[src/rtl/map_gamma_ctrl.sv]
// Gamma branch-metric RAM controller: one frame written, then streamed back out.
// Optional GAMMA_CTRL_REV_READ_EN: read the frame in descending address order.
module map_gamma_ctrl #(
    parameter int DEPTH   = 8,
    parameter int ADDR_W  = 8,
    parameter int FRAME_W = 8
) (
    input  logic              clk,
    input  logic              rst,
    input  logic              start,
    input  logic              in_valid,
    input  logic              rd_ready,
    output logic              mem_we,
    output logic              mem_re,
    output logic [ADDR_W-1:0] mem_addr,
    output logic              rd_valid,
    output logic              busy,
    output logic              done,
    output logic [FRAME_W-1:0] frame_cnt
);

    typedef enum logic [2:0] {
        S_IDLE,
        S_WRITE,
        S_TURN,
        S_READ,
        S_DONE
    } state_t;

    localparam logic [ADDR_W-1:0] LAST_ADDR = ADDR_W'(DEPTH - 1);

    state_t             state_q, state_d;
    logic [ADDR_W-1:0]  addr_q, addr_d;
    logic [FRAME_W-1:0] frame_cnt_q, frame_cnt_d;
    logic               rd_valid_q, rd_valid_d;
    logic [ADDR_W-1:0]  rd_step;

`ifdef GAMMA_CTRL_REV_READ_EN
    localparam logic [ADDR_W-1:0] RD_FIRST = LAST_ADDR;
    localparam logic [ADDR_W-1:0] RD_LAST  = '0;
    assign rd_step = addr_q - 1'b1;
`else
    localparam logic [ADDR_W-1:0] RD_FIRST = '0;
    localparam logic [ADDR_W-1:0] RD_LAST  = LAST_ADDR;
    assign rd_step = addr_q + 1'b1;
`endif

    // Terminal addresses hold rather than step, so no wrap at DEPTH = 2^ADDR_W.
    always_comb begin
        state_d     = state_q;
        addr_d      = addr_q;
        frame_cnt_d = frame_cnt_q;
        mem_we      = 1'b0;
        mem_re      = 1'b0;
        done        = 1'b0;
        unique case (state_q)
            S_IDLE: begin
                if (start) begin
                    state_d = S_WRITE;
                    addr_d  = '0;
                end
            end
            S_WRITE: begin
                mem_we = in_valid;
                if (in_valid) begin
                    if (addr_q == LAST_ADDR) state_d = S_TURN;
                    else                     addr_d  = addr_q + 1'b1;
                end
            end
            S_TURN: begin
                addr_d  = RD_FIRST;
                state_d = S_READ;
            end
            S_READ: begin
                mem_re = rd_ready;
                if (rd_ready) begin
                    if (addr_q == RD_LAST) state_d = S_DONE;
                    else                   addr_d  = rd_step;
                end
            end
            S_DONE: begin
                done        = 1'b1;
                frame_cnt_d = frame_cnt_q + 1'b1;
                state_d     = S_IDLE;
            end
            default: state_d = S_IDLE;
        endcase
    end

    assign rd_valid_d = mem_re;

    always_ff @(posedge clk) begin
        if (rst) begin
            state_q     <= S_IDLE;
            addr_q      <= '0;
            frame_cnt_q <= '0;
            rd_valid_q  <= 1'b0;
        end else begin
            state_q     <= state_d;
            addr_q      <= addr_d;
            frame_cnt_q <= frame_cnt_d;
            rd_valid_q  <= rd_valid_d;
        end
    end

    assign mem_addr  = addr_q;
    assign rd_valid  = rd_valid_q;
    assign frame_cnt = frame_cnt_q;
    assign busy      = (state_q != S_IDLE);

endmodule

[config.mk]
export PLATFORM = sky130hd
export DESIGN_NAME = map_gamma_ctrl
export DESIGN_NICKNAME = d
export VERILOG_FILES = /design/src/rtl/map_gamma_ctrl.sv
export SDC_FILE = /design/constraint.sdc
export NUM_CORES = 1
export LEC_CHECK = 0
export BUFFER_PORTS_ARGS = -buffer_cell sky130_fd_sc_hd__buf_2
export CAP_MARGIN = 20
export CORE_ASPECT_RATIO = 1.4
export CORE_MARGIN = 5
export CORE_UTILIZATION = 51
export CTS_CLUSTER_SIZE = 24
export DETAILED_ROUTE_END_ITERATION = 12
export GPL_ROUTABILITY_DRIVEN = 0
export PLACE_DENSITY_LB_ADDON = 0.05
export SETUP_SLACK_MARGIN = 0.5
export SLEW_MARGIN = 20
export SYNTH_ARGS = -nofsm -noshare
export SYNTH_HDL_FRONTEND = slang
export SYNTH_SLANG_ARGS = --single-unit
export TNS_END_PERCENT = 5
[constraint.sdc]
create_clock -name clk -period 1.8 [get_ports clk]
set_clock_uncertainty 0.05 [all_clocks]
set_input_delay 0.18 -clock clk [delete_from_list [all_inputs] [get_ports clk]]
set_output_delay 0.18 -clock clk [all_outputs]
set_load 0.005 [all_outputs]
==> Word-level counts from Yosys, hierarchy flattened <==
Cells that the tools add are included.
{ "totals": {"reg_bits": 20, "input_bits": 5, "output_inout_bits": 21, "elab_cells": 35} }
{ "op_classes": {"n_addsub": 2, "n_eq_ne": 10, "mux": 14, "n_reduce_logical": 5} }
{ "ops": {"columns": ["operator", "n"], "rows": [
  ["$mux W8", 4],
  ["$pmux W8 S4", 1],
  ["$add A8 B1 Y8 const B", 2],
  ["$mux W3", 5],
  ["$pmux W3 S4", 1],
  ["$ne A2 B2 Y1 const B", 5],
  ["$eq A8 B3 Y1 const B", 1],
  ["$eq A3 B2 Y1 const B", 2],
  ["$reduce_and A5 Y1", 1],
  ["$reduce_and A4 Y1", 1],
  ["$reduce_bool A4 Y1", 1],
  ["$eq A3 B1 Y1 const B", 1],
  ["$eq A3 B3 Y1 const B", 1],
  ["$logic_not A3 Y1", 1],
  ["$mux W1", 3],
  ["$reduce_bool A3 Y1", 1]
]} }

==> Logic depth before layout (Yosys ltp) <==
{ "logic_depth": {"depth_word": 4, "ltp_mapped": 5, "depth_no_buf": 5} }

==> Worst setup path after synthesis <==
OpenSTA, ideal clock, no wires.
{ "synth_path": {"path_kind": "reg2reg", "from": "register addr_q[0], in the netlist mem_addr[0]", "to": "register state_q[1]", "setup_time_ns": 0.079, "t_arrival_ns": 1.431, "required_time_ns": 1.671, "setup_slack_ns": 0.240, "stages_incl_launch_ff": 6, "path_buffers": 0, "period_less_slack_ns": 1.560, "path_cell_list": "dfxtp_1 ha_1 and4bb_1 nand3_2 or3_1 a211oi_2"} }
{ "synth_between": {"elab_chain_len": 3, "word_cells_on_any_way": 4, "classes_between": "3 x eq/ne; 1 x reduce/logical"} }
{ "synth_lines": {"columns": ["item", "line_no", "source"], "rows": [
  ["from (decl)", "33", "logic [ADDR_W-1:0] addr_q, addr_d;"],
  ["from (signal assigned)", "100", "addr_q <= addr_d;"],
  ["$eq A8 B3 Y1 (*)", "66, 77", null],
  ["$ne A2 B2 Y1 (no line)", null, null],
  ["$reduce_and A5 Y1 (no line) (*)", null, null],
  ["to (signal assigned)", "99", "state_q <= state_d;"],
  ["to (decl)", "32", "state_t state_q, state_d;"]
]} }
Every way passes the cells marked *; elsewhere a longest branch is shown, timed or not.
A chain may end at the register's enable or synchronous reset.

==> Worst setup path after layout <==
{ "layout_path": {"from": "register state_q[0]", "to": "register addr_q[7], in the netlist mem_addr[7]"} }
{ "layout_between": {"elab_chain_len": 3, "word_cells_on_any_way": 10, "classes_between": "6 x eq/ne; 1 x mux; 3 x reduce/logical"} }
{ "layout_lines": {"columns": ["item", "line_no", "source"], "rows": [
  ["$eq A3 B2 Y1 (tied with other cells)", "56", "unique case (state_q)"],
  ["$reduce_bool A4 Y1 (no line) / $ne A2 B2 Y1 (equally long branches)", null, null],
  ["$reduce_and A4 Y1 (no line)", null, null]
]} }
Parallel ways exist; a longest one is shown, timed or not.

==> run_results.csv <==
group,metric,value,unit
outcome,status,"completed",
timing,holdWs,0.137,ns
floorplan,dieWidth,47.9,um
clocking,cts_buffer_depth,2,
yosys,synth_top_cell_by_area,"dfxtp_1",
layout,drive_gt1_frac,0.408,
clocking,clk_pin_slew,0.11,ns
yosys,netlist_area,1030,um2
yosys,ys_async_sr_fraction,0,
routing,ant_nets,0,
worst_setup_path,cp-end-kind,"flip-flop",
worst_hold_path,worstHoldPathType,"input port to flip-flop",
timing,drv_slew,0,
global_routing,grt_pass1_wl,4000,um
yosys,syn_nets,116,
routing,drt_iter0_markers,22,
worst_setup_path,reg2reg_from,"state_q[0]",
power_and_ir_drop,power.share.clock,0.290,
clocking,h-tree-depth,1,
yosys,ys_seq_elements,20,
job,cap_violations,0,
floorplan,pin_count,26,
floorplan,fp.dieH,63.1,um
timing,fmax,664,MHz
floorplan,rows,19,
clocking,insertion_delay,0.30,ns
yosys,yosysSeqAreaShare,0.390,
worst_setup_path,cp.required,1.95,ns
timing,worstMarginPinSlew,0.332,ns
power_and_ir_drop,p_switching,0.182,mW
global_routing,antenna_found_initial,0,
worst_setup_path,path_max_fanout,7,
layout,n_antenna_cell,0,
yosys,synth_cell_type_count,45,
layout,nNetsFinal,150,
power_and_ir_drop,p_int,0.569,mW
routing,firstDrtPassIters,4,
power_and_ir_drop,p_comb_frac,0.112,
floorplan,fp.coreArea,1950,um2
layout,stdcell_count,163,
floorplan,design.die.area,3020,um2
layout,area_delta_synth_final,27.1,%
timing,maxSlewHeadroom,0.779,
timing,hold_viol,0,
yosys,synth_top_area_frac,0.390,
worst_hold_path,min_from,"rd_ready",
global_routing,grt_pass1_vias,932,
power_and_ir_drop,power_density,576,nW/um2
routing,vias,950,
power_and_ir_drop,p_total,0.751,mW
place,postPlaceCellArea,1210,um2
layout,n_fill_cell,170,
yosys,synth_ff_type,"dfxtp_1",
timing,rsz0062_at_grt,"yes",
power_and_ir_drop,ir_worst_vdd,0.400,mV
worst_setup_path,r2r_cells,4,
worst_setup_path,cp.arrival,1.65,ns
worst_hold_path,hold_end,"rd_valid",
routing,drc,0,
routing,routed_wl,2360,um
power_and_ir_drop,power_switching_share,0.242,
layout,finalInstanceArea,1300,um2
timing,min_period,1.51,ns
routing,vias_per_cell,5.83,
worst_setup_path,critPathLaunchType,"flip-flop",
worst_setup_path,reg2reg_slack,0.29,ns
routing,wl_per_cell,14.5,um
yosys,syn_inst,109,
clocking,cts.sinks,20,
yosys,synth_area_leaders,"dfxtp_1, xor2_1, nor2_1",
timing,setup_violations,0,
clocking,cts_buffers,3,
timing,final.setup.tns,0,ns
worst_setup_path,r2r-end,"mem_addr[7]",
global_routing,grt_overflow,0,
place,dp_cells,155,
global_routing,grt_usage,0.176,
worst_hold_path,hold_depth,3,
place,portBuffers,25,
yosys,yosysWarnings,0,
worst_setup_path,critPathKind,"flip-flop to flip-flop",
floorplan,initial_core_util,0.526,
yosys,synth_edf_count,0,
place,dpl.hpwl,1700,um
global_routing,grt_max_degree,18,
clocking,cts_tree,"built",
power_and_ir_drop,p_leak,0.554,nW
timing,timing.final.crit_share,0.836,
power_and_ir_drop,power_frac_seq,0.598,
clocking,cts_root_buf,"clkbuf_4",
yosys,synth.avg_cell_area,9.41,um2
==> registers in the layout, summed over array words and instances, names as in the netlist <==
name	count
mem_addr	8
state_q	3
rd_valid	1
frame_cnt	8
==> power by group through the flow <==
stage / clock network, mW / logic (mW) / registers [mW]
after global routing: 0.251 / 0.0907 / 0.450
after CTS: 0.228 / 0.0838 / 0.449
final: 0.218 / 0.0840 / 0.449
after detailed placement: 0 / 0.0715 / 0.459
after global placement: 0 / 0.0708 / 0.459
after floorplan: 0 / 0.0504 / 0.459
==> metrics by stage <==
step	setup WS, ns	util
after floorplan	0.329	-
after global placement	0.295	0.621
after detailed placement	0.252	0.621
after CTS	0.298	0.669
after global routing	0.248	0.669
final	0.294	0.669
==> cells by family after synthesis <==
family,after synthesis,synth area share
AND/OR/NAND/NOR,50,0.301
AO/OA/AOI/OAI,21,0.168
flip-flops,20,0.390
XOR/XNOR,7,0.0598
buffers and inverters,6,0.0244
multiplexers,3,0.0317
adder cells (fa/ha/maj),2,0.0244
==> cell type report <==
cell class	instances	area [um2]	area share
Clock buffer	4	26.3	0.0202
Sequential cell	20	410	0.315
Multi-Input combinational cell	83	644	0.494
Inverter	2	7.51	0.00576
Tap cell	21	26.3	0.0202
Timing Repair Buffer	33	189	0.145
==> metal layers <==
layer | global-route usage | part of all wire | up-vias
li1 | - | - | 472
met1 | 0.216 | 0.42 | 449
met2 | 0.281 | 0.51 | 24
met3 | 0.0256 | 0.042 | 5
met4 | 0.0875 | 0.019 | 0
met5 | 0 | 0 | -
==> worst max-delay path by stage <==
stage	from	end	slack, ns
2_1_floorplan	mem_addr[1]	state_q[1]	0.33
6_report	state_q[0]	mem_addr[7]	0.29
4_1_cts	mem_addr[1]	state_q[1]	0.30
3_5_place_dp	mem_addr[1]	state_q[1]	0.25
3_3_place_gp	mem_addr[1]	state_q[1]	0.30
5_1_grt	mem_addr[1]	state_q[1]	0.25
==> what timing repair did <==
action | CTS | global route
cloned | 0 | 0
endpoints found under the hold margin | 0 | 0
hold buffers | 0 | 0
setup buffers | 4 | 0
setup endpoints to repair | 21 | 20
pin swaps | 6 | 0
resized for setup | 10 | 0
==> Yosys cell counts (2+ instances only) <==
library cell	instances
a211oi_1	2
a21oi_1	2
a221o_1	2
a31oi_1	3
and3_1	3
and3_2	2
buf_2	2
clkbuf_1	2
dfxtp_1	20
ha_1	2
inv_1	2
mux2_2	2
nand2_1	5
nand2b_1	2
nand3_1	3
nand4_1	5
nor2_1	11
nor3_1	2
nor4_1	2
o21ai_0	4
or3_1	2
xor2_1	6
==> placed cells by master, fill, tap and decap left out, drive strengths merged, types with 2 or more instances in the layout <==
master  netlist  layout
ha            2       2
inv           2       2
nor3b         2       2
mux2          2       2
nor4          2       2
xor2          6       6
and2          2       2
nand4         5       5
buf           2      33
nand3         4       4
a21oi         3       3
nor3          3       3
a31oi         3       3
clkbuf        2       4
and3          5       5
a211oi        3       3
a221o         2       2
dfxtp        20      20
nand3b        2       2
or3           2       2
nor2         11      11
nand2         5       5
nand2b        2       2
o21ai         5       5
==> critical path: stages, from the launching register on <==
cell,delay (ns)
dfxtp_2,0.36
mux2_4,0.33
o21ai_4,0.29
nor3_4,0.08
a221o_1,0.30
Note: power is estimated with default switching activity, not from simulation.
